==> src/rtl/pixel_pkg.sv <==
// Shared types and constants for the pixel row window block.
package pixel_pkg;

    // Occupancy states of the window controller
    typedef enum logic [1:0] {
        ST_EMPTY = 2'd0,
        ST_FILL  = 2'd1,
        ST_FULL  = 2'd2
    } fill_state_t;

    // Output layout selection
    localparam logic MODE_ROW       = 1'b0;
    localparam logic MODE_TRANSPOSE = 1'b1;

    // Occupancy state implied by a fill level
    function automatic fill_state_t state_for(input logic is_zero, input logic is_full);
        if (is_zero)
            return ST_EMPTY;
        else if (is_full)
            return ST_FULL;
        else
            return ST_FILL;
    endfunction

endpackage

==> src/rtl/window_layout.sv <==
// Combinational mapping of the row slots onto the output window bus,
// either row-major or transposed (column-major).
module window_layout
    import pixel_pkg::*;
#(
    parameter int PIX_W   = 8,
    parameter int ROW_PIX = 8,
    parameter int DEPTH   = 15
) (
    input  logic                             mode,
    input  logic [DEPTH*ROW_PIX*PIX_W-1:0]   slots_flat,
    output logic [DEPTH*ROW_PIX*PIX_W-1:0]   win
);

    // Place slot r pixel k according to the selected layout
    always_comb begin
        win = '0;
        for (int unsigned r = 0; r < DEPTH; r++) begin
            for (int unsigned k = 0; k < ROW_PIX; k++) begin
                if (mode == MODE_TRANSPOSE)
                    win[(k*DEPTH + r)*PIX_W +: PIX_W] = slots_flat[(r*ROW_PIX + k)*PIX_W +: PIX_W];
                else
                    win[(r*ROW_PIX + k)*PIX_W +: PIX_W] = slots_flat[(r*ROW_PIX + k)*PIX_W +: PIX_W];
            end
        end
    end

endmodule

==> src/rtl/pixel_row_window.sv <==
// Sliding window of the DEPTH most recent pixel rows. Rows shift in at the
// top slot; a consume releases STEP rows while keeping the newest ones as the
// head of the next window. The output bus is registered and laid out per the
// mode latched at the first row of a window.
module pixel_row_window
    import pixel_pkg::*;
#(
    parameter int PIX_W   = 8,
    parameter int ROW_PIX = 8,
    parameter int DEPTH   = 15,
    parameter int STEP    = 8
) (
    input  logic                                 clock,
    input  logic                                 reset_L,
    input  logic                                 clear_L,
    input  logic                                 mode,
    input  logic                                 in_valid,
    output logic                                 in_ready,
    input  logic [ROW_PIX*PIX_W-1:0]             in_row,
    output logic                                 win_valid,
    input  logic                                 win_ready,
    output logic [DEPTH*ROW_PIX*PIX_W-1:0]       win,
    output logic [$clog2(DEPTH+1)-1:0]           fill_cnt
);

    localparam int ROW_W = ROW_PIX * PIX_W;
    localparam int WIN_W = DEPTH * ROW_W;
    localparam int CW    = $clog2(DEPTH + 1);

    localparam logic [CW-1:0] DEPTH_C = CW'(DEPTH);
    localparam logic [CW:0]   DEPTH_W = (CW+1)'(DEPTH);
    localparam logic [CW:0]   STEP_W  = (CW+1)'(STEP);

    logic [ROW_W-1:0] slots     [DEPTH];
    logic [ROW_W-1:0] slots_nxt [DEPTH];
    logic [WIN_W-1:0] slots_nxt_flat;
    logic [WIN_W-1:0] win_nxt;

    fill_state_t      state;
    logic             run;
    logic             mode_q;
    logic             mode_nxt;
    logic             accept;
    logic             consume;
    logic [CW-1:0]    fill_nxt;
    logic [CW:0]      fill_sum;

    assign win_valid = (state == ST_FULL);
    assign consume   = win_valid && win_ready;
    // run holds in_ready low until the first edge after reset release
    assign in_ready  = run && clear_L && ((fill_cnt < DEPTH_C) || consume);
    assign accept    = in_valid && in_ready;

    // Next fill level: add the accepted row, release STEP on consume, clamp to 0..DEPTH
    always_comb begin
        fill_sum = {1'b0, fill_cnt} + {{CW{1'b0}}, accept};
        if (consume)
            fill_sum = (fill_sum > STEP_W) ? (fill_sum - STEP_W) : '0;
        if (fill_sum > DEPTH_W)
            fill_sum = DEPTH_W;
        fill_nxt = fill_sum[CW-1:0];
    end

    // Next slot contents and layout mode for an accept
    always_comb begin
        for (int unsigned i = 0; i < DEPTH; i++)
            slots_nxt[i] = slots[i];
        if (accept) begin
            for (int unsigned i = 0; i + 1 < DEPTH; i++)
                slots_nxt[i] = slots[i+1];
            slots_nxt[DEPTH-1] = in_row;
        end
        mode_nxt = (accept && (fill_cnt == '0)) ? mode : mode_q;
    end

    // Flatten next slots for the layout mapper
    always_comb begin
        slots_nxt_flat = '0;
        for (int unsigned i = 0; i < DEPTH; i++)
            slots_nxt_flat[i*ROW_W +: ROW_W] = slots_nxt[i];
    end

    // Layout is computed from the post-accept slots so win lands on the accept edge
    window_layout #(
        .PIX_W   (PIX_W),
        .ROW_PIX (ROW_PIX),
        .DEPTH   (DEPTH)
    ) u_layout (
        .mode       (mode_nxt),
        .slots_flat (slots_nxt_flat),
        .win        (win_nxt)
    );

    // Control FSM: occupancy state, fill level, ready enable and latched mode
    always_ff @(posedge clock or negedge reset_L) begin
        if (!reset_L) begin
            state    <= ST_EMPTY;
            fill_cnt <= '0;
            run      <= 1'b0;
            mode_q   <= MODE_ROW;
        end else begin
            run <= 1'b1;
            if (!clear_L) begin
                state    <= ST_EMPTY;
                fill_cnt <= '0;
            end else begin
                state    <= state_for(fill_nxt == '0, fill_nxt == DEPTH_C);
                fill_cnt <= fill_nxt;
                mode_q   <= mode_nxt;
            end
        end
    end

    // Row storage and registered window output
    always_ff @(posedge clock or negedge reset_L) begin
        if (!reset_L) begin
            for (int unsigned i = 0; i < DEPTH; i++)
                slots[i] <= '0;
            win <= '0;
        end else if (!clear_L) begin
            for (int unsigned i = 0; i < DEPTH; i++)
                slots[i] <= '0;
            win <= '0;
        end else if (accept) begin
            for (int unsigned i = 0; i < DEPTH; i++)
                slots[i] <= slots_nxt[i];
            win <= win_nxt;
        end
    end

endmodule
==> config.mk <==
export PLATFORM = sky130hd
export DESIGN_NAME = pixel_row_window
export DESIGN_NICKNAME = d
export VERILOG_FILES = /design/src/rtl/pixel_pkg.sv /design/src/rtl/window_layout.sv /design/src/rtl/pixel_row_window.sv
export SDC_FILE = /design/constraint.sdc
export NUM_CORES = 2
export LEC_CHECK = 0
export BUFFER_PORTS_ARGS = -buffer_cell sky130_fd_sc_hd__buf_2
export CORE_ASPECT_RATIO = 1.2
export CORE_MARGIN = 1
export CORE_UTILIZATION = 45
export DETAILED_ROUTE_END_ITERATION = 8
export PLACE_DENSITY = 0.73
export SYNTH_ARGS = -nofsm -noshare
export SYNTH_HDL_FRONTEND = slang
export SYNTH_HIERARCHICAL = 1
export SYNTH_SLANG_ARGS = --single-unit
==> constraint.sdc <==
create_clock -name clock -period 3.2 [get_ports clock]
set_clock_uncertainty 0.1 [all_clocks]
set_input_delay 0.64 -clock clock [delete_from_list [all_inputs] [get_ports clock]]
set_output_delay 0.64 -clock clock [all_outputs]
set_load 0.01 [all_outputs]
==> flow_summary.html <==
<table>
<tr><th>Metric</th><th>Value</th></tr>
<tr><th colspan="2">Synthesis</th></tr>
<tr><td>Synthesized netlist net count</td><td>10490</td></tr>
<tr><td>Synth Warn #</td><td>6</td></tr>
<tr><td>Distinct cell type count of the synthesized netlist</td><td>40</td></tr>
<tr><td>Post-synth design cell area</td><td>0.09493 mm²</td></tr>
<tr><td>Sequential fraction of the synthesis area</td><td>50.83%</td></tr>
<tr><td>Post-Syn Area per Cell</td><td>9.116 µm²</td></tr>
<tr><td>Post-Syn Instances</td><td>10410</td></tr>
<tr><td>FF+latch count, synth</td><td>between 1500 and 2000</td></tr>
<tr><td>Top-area cell type share of the netlist area</td><td>50.83%</td></tr>
<tr><td>Post-synthesis cell type with the largest combined area</td><td>sky130_fd_sc_hd__dfrtp_1</td></tr>
<tr><td>Synth top area cells</td><td>sky130_fd_sc_hd__dfrtp_1, sky130_fd_sc_hd__nand2_1, sky130_fd_sc_hd__mux2_4</td></tr>
<tr><th colspan="2">Final layout</th></tr>
<tr><td>Fin nets</td><td>11420</td></tr>
<tr><td>Final design area excluding fillers</td><td>around 0.11 mm²</td></tr>
<tr><td>Final design utilization</td><td>53.40%</td></tr>
<tr><td>P&amp;R area growth vs syn</td><td>17.85%</td></tr>
<tr><td>Share of cells above drive strength 1</td><td>23.82%</td></tr>
<tr><td>Multi-input gate area</td><td>0.04215 mm²</td></tr>
<tr><td>Reg area</td><td>0.04825 mm²</td></tr>
<tr><td>Number of fill cells in the layout</td><td>19270</td></tr>
<tr><th colspan="2">Floorplanning</th></tr>
<tr><td>Area of the placeable core</td><td>roughly 0.21 mm²</td></tr>
<tr><td>Standard-cell rows</td><td>184</td></tr>
<tr><td>Starting utilization of the core area</td><td>45.31%</td></tr>
<tr><td>Die Wd</td><td>421.3 µm</td></tr>
<tr><td>Die height</td><td>approximately 510 µm</td></tr>
<tr><td>I/O pins</td><td>just over 1000</td></tr>
<tr><td>Die outline area</td><td>0.2128 mm²</td></tr>
<tr><th colspan="2">Critical path</th></tr>
<tr><td>CP endpoint kind</td><td>register</td></tr>
<tr><td>Setup crit start kind</td><td>register</td></tr>
<tr><td>Source of the worst register-to-register timing path</td><td>fill_cnt[0]</td></tr>
<tr><td>Critical path required time</td><td>3.89 ns</td></tr>
<tr><td>Worst setup path category</td><td>reg2reg</td></tr>
<tr><td>Setup slack on the worst flop-to-flop path</td><td>0.16 ns</td></tr>
<tr><td>Largest fanout on the critical path</td><td>74</td></tr>
<tr><td>Endpoint of the worst-slack reg-to-reg timing path</td><td>win[788]</td></tr>
<tr><td>Cell count of the worst reg-to-reg path</td><td>8</td></tr>
<tr><td>Origin of the worst setup path</td><td>fill_cnt[0]</td></tr>
<tr><td>Data arrival time of the worst path</td><td>3.73 ns</td></tr>
<tr><th colspan="2">STA</th></tr>
<tr><td>Worst relative slew slack</td><td>13.60%</td></tr>
<tr><td>Maximum clock frequency</td><td>329.4 MHz</td></tr>
<tr><td>Portion of the clock cycle consumed by the worst path in the final layout</td><td>between 90% and 100%</td></tr>
<tr><td>Number of setup violations in the final report</td><td>0</td></tr>
<tr><td>Setup WS post-layout</td><td>roughly 0.16 ns</td></tr>
<tr><td>Final min period</td><td>3.036 ns</td></tr>
<tr><td>Transition time of the tightest slew-check pin</td><td>~1.3 ns</td></tr>
<tr><td>Setup repair after global routing missed its margin</td><td>false</td></tr>
<tr><td>Post-Route Setup TNS</td><td>0 ns</td></tr>
<tr><td>Pins Over Slew Limit</td><td>0</td></tr>
<tr><td>Endpoints failing hold</td><td>0</td></tr>
<tr><th colspan="2">Global routing</th></tr>
<tr><td>Via count of the first global-routing pass</td><td>79240</td></tr>
<tr><td>Met3 demand-to-capacity share in global routing</td><td>between 8 and 9%</td></tr>
<tr><td>Gr busiest metal</td><td>met2</td></tr>
<tr><td>Global-route wire length before repair</td><td>around 600000 µm</td></tr>
<tr><td>Met1 track demand over resource</td><td>51.78%</td></tr>
<tr><td>Number of antenna violations at the first check in global routing</td><td>40</td></tr>
<tr><td>Largest net degree at the start of global routing</td><td>239</td></tr>
<tr><td>Grt total ovfl</td><td>0</td></tr>
<tr><td>Global-route total usage across every layer</td><td>between 30% and 40%</td></tr>
<tr><td>Grt met2 use</td><td>58.08%</td></tr>
<tr><th colspan="2">Run status</th></tr>
<tr><td>Outcome</td><td>finished clean</td></tr>
<tr><th colspan="2">Detailed routing</th></tr>
<tr><td>DR pass1 iterations</td><td>6</td></tr>
<tr><td>Detailed-route wire length per cell</td><td>30.05 µm</td></tr>
<tr><td>Final WL</td><td>430100 µm</td></tr>
<tr><td>DRC viols</td><td>0</td></tr>
<tr><td>DR vias</td><td>approximately 83000</td></tr>
<tr><td>Violation count after the first detailed-route iteration</td><td>10260</td></tr>
<tr><td>ANT nets after route</td><td>0</td></tr>
<tr><td>Average vias per placed instance</td><td>5.825</td></tr>
<tr><th colspan="2">Worst hold path</th></tr>
<tr><td>Worst hold path cell count</td><td>3</td></tr>
<tr><td>Class of the worst hold path</td><td>in2reg</td></tr>
<tr><td>Launch point of the worst hold path</td><td>clear_L</td></tr>
<tr><td>Worst Hold Endpoint</td><td>state[1]</td></tr>
<tr><th colspan="2">Clock network</th></tr>
<tr><td>Maximum level of the CTS H-tree</td><td>4</td></tr>
<tr><td>Deepest clock path buffer count</td><td>3</td></tr>
<tr><td>Clock net sink count</td><td>1928</td></tr>
<tr><td>Clock tree from TritonCTS</td><td>done</td></tr>
<tr><td>Count of cells resized by post-cts repair</td><td>0</td></tr>
<tr><td>Clk root buf</td><td>sky130_fd_sc_hd__clkbuf_16</td></tr>
<tr><td>Count of hold-fix buffers inserted at cts</td><td>just over 40</td></tr>
<tr><td>Cts bufs inserted</td><td>199</td></tr>
<tr><td>Worst-skew pair later-pin latency</td><td>just under 0.9 ns</td></tr>
<tr><td>CTS clk-pin slew, worst paths</td><td>0.06 ns</td></tr>
<tr><td>Post CTS Setup Buffer Count</td><td>0</td></tr>
<tr><th colspan="2">Placement</th></tr>
<tr><td>Final GP Congestion</td><td>1.021</td></tr>
<tr><td>Final HPWL DP</td><td>332400 µm</td></tr>
<tr><td>Port Buffers</td><td>about 1000</td></tr>
<tr><td>Place WS</td><td>0.04392 ns</td></tr>
<tr><td>Total placed instance area</td><td>0.1045 mm²</td></tr>
<tr><th colspan="2">Power</th></tr>
<tr><td>Leak Pwr</td><td>0.06327 µW</td></tr>
<tr><td>Power per Cell Area</td><td>488.2 mW/mm²</td></tr>
<tr><td>Maximum resistive drop on vdd</td><td>0.5336 mV</td></tr>
<tr><th colspan="2">Job</th></tr>
<tr><td>Total of max-cap violations</td><td>0</td></tr>
</table>
[state kept, by name, indices dropped and copies added (netlist names)]
name      cells
fill_cnt      4
mode_q        1
run           1
slots       960
state         2
win         960
[logic make-up after synthesis]
kind of cell,Yosys count,synth area share (%)
and+or+nand+nor,5795,24.26
DFF,1928,50.83
AOI/OAI and AO/OA,976,7.675
muxes,898,12.39
buffers and inverters,811,4.798
adders and majority gates,3,0.03690
other,1,0.003950
xor gates and xnor gates,1,0.009228
[worst max-delay path: stages (launching register included)]
cell	delay [ns]
sky130_fd_sc_hd__dfrtp_1	0.41
sky130_fd_sc_hd__and3_4	0.22
sky130_fd_sc_hd__a31o_4	0.36
sky130_fd_sc_hd__buf_12	0.22
sky130_fd_sc_hd__buf_12	0.33
sky130_fd_sc_hd__buf_4	0.41
sky130_fd_sc_hd__buf_4	0.48
sky130_fd_sc_hd__nand3_1	0.17
sky130_fd_sc_hd__nand2_1	0.14
[per-stage QoR]
step	total power, µW	hold slack (ns)	std cells
after floorplan	28160	0.2444	10410
after global placement	29850	0.3850	13890
after detailed placement	29880	0.3878	13890
after CTS	54740	0.005102	14300
after global routing	55900	0.04715	14310
final	54620	0.05795	14320
[synthesized netlist by cell type]
library cell	count
sky130_fd_sc_hd__mux2_4	440
sky130_fd_sc_hd__nor3_1	2
sky130_fd_sc_hd__o2111ai_1	1
sky130_fd_sc_hd__buf_8	1
sky130_fd_sc_hd__a21oi_1	2
sky130_fd_sc_hd__buf_6	83
sky130_fd_sc_hd__nor4bb_1	1
sky130_fd_sc_hd__a41oi_1	1
sky130_fd_sc_hd__inv_1	2
sky130_fd_sc_hd__and3_1	3
sky130_fd_sc_hd__a31o_1	1
sky130_fd_sc_hd__and3_4	1
sky130_fd_sc_hd__buf_1	72
sky130_fd_sc_hd__maj3_1	1
sky130_fd_sc_hd__or4_1	1
sky130_fd_sc_hd__o21bai_1	1
sky130_fd_sc_hd__ha_1	2
sky130_fd_sc_hd__nor2b_1	1
sky130_fd_sc_hd__dfrtp_1	1928
sky130_fd_sc_hd__buf_4	89
sky130_fd_sc_hd__nand3_1	964
sky130_fd_sc_hd__o221a_2	1
sky130_fd_sc_hd__nor2_1	2
sky130_fd_sc_hd__inv_4	1
sky130_fd_sc_hd__conb_1	1
sky130_fd_sc_hd__and2_1	2
sky130_fd_sc_hd__o21a_1	2
sky130_fd_sc_hd__a21boi_0	665
sky130_fd_sc_hd__or3_1	1
sky130_fd_sc_hd__nand2_1	4806
sky130_fd_sc_hd__o21ai_0	16
sky130_fd_sc_hd__clkbuf_1	144
sky130_fd_sc_hd__mux2_2	458
sky130_fd_sc_hd__buf_12	1
sky130_fd_sc_hd__xor2_1	1
sky130_fd_sc_hd__nand3b_2	1
sky130_fd_sc_hd__buf_2	418
sky130_fd_sc_hd__nand2_2	10
sky130_fd_sc_hd__a31oi_1	3
sky130_fd_sc_hd__a21boi_1	283
[how the worst max path moves through the flow]
| stage | slack [ns] | to |
|---|---|---|
| global placement | 0.08 | win[456] |
| global route | 0.12 | win[792] |
| floorplan | 0.09 | fill_cnt[0] |
| CTS | 0.24 | win[455] |
| finish | 0.16 | win[788] |
| detailed placement | 0.04 | win[789] |
[layer usage]
layer / vias to the layer above / wire (µm)
li1: 35780 / -
met1: 41840 / 167900
met2: 4761 / 185700
met3: 995 / 39850
met4: 22 / 36540
met5: - / 156
[power breakdown]
part | internal, µW | total, µW | switching (µW)
Sequential | 24400 | 24500 | 69.3
Clock | 14300 | 25100 | 10800
Combinational | 1790 | 5030 | 3240
Total | 40500 | 54600 | 14100
[layout by cell type (no fill, tap or decap), types with 3 or more instances in the layout]
cell type                       synthesis  final
sky130_fd_sc_hd__a21boi_0             665    665
sky130_fd_sc_hd__a21boi_1             283    283
sky130_fd_sc_hd__a31oi_1                3      3
sky130_fd_sc_hd__and3_1                 3      3
sky130_fd_sc_hd__buf_12                 1    153
sky130_fd_sc_hd__buf_2                418   1033
sky130_fd_sc_hd__buf_4                 89    309
sky130_fd_sc_hd__bufinv_16              0     20
sky130_fd_sc_hd__clkbuf_1             144     38
sky130_fd_sc_hd__clkbuf_16              0    201
sky130_fd_sc_hd__clkbuf_8               0     46
sky130_fd_sc_hd__clkinv_16              0      4
sky130_fd_sc_hd__clkinv_2               0     39
sky130_fd_sc_hd__clkinv_4               0      5
sky130_fd_sc_hd__clkinv_8               0      4
sky130_fd_sc_hd__clkinvlp_4             0      7
sky130_fd_sc_hd__dfrtp_1             1928   1928
sky130_fd_sc_hd__diode_2                0     12
sky130_fd_sc_hd__dlygate4sd3_1          0     41
sky130_fd_sc_hd__inv_6                  0      8
sky130_fd_sc_hd__mux2_2               458    457
sky130_fd_sc_hd__mux2_4               440    440
sky130_fd_sc_hd__nand2_1             4806   4806
sky130_fd_sc_hd__nand2_2               10     10
sky130_fd_sc_hd__nand3_1              964    964
sky130_fd_sc_hd__o21ai_0               16     16
[layout make-up]
type                            instances  share of cell area (%)
Antenna cell                           12                 0.02684
Sequential cell                      1928                   43.13
Inverter                                3                 0.02460
Tap cell                             2790                   3.120
Clock buffer                          285                   5.189
Multi-Input combinational cell       7674                   37.68
Clock inverter                         87                   1.026
Timing Repair Buffer                 1537                   9.813
Note: power is estimated with default switching activity, not from simulation.
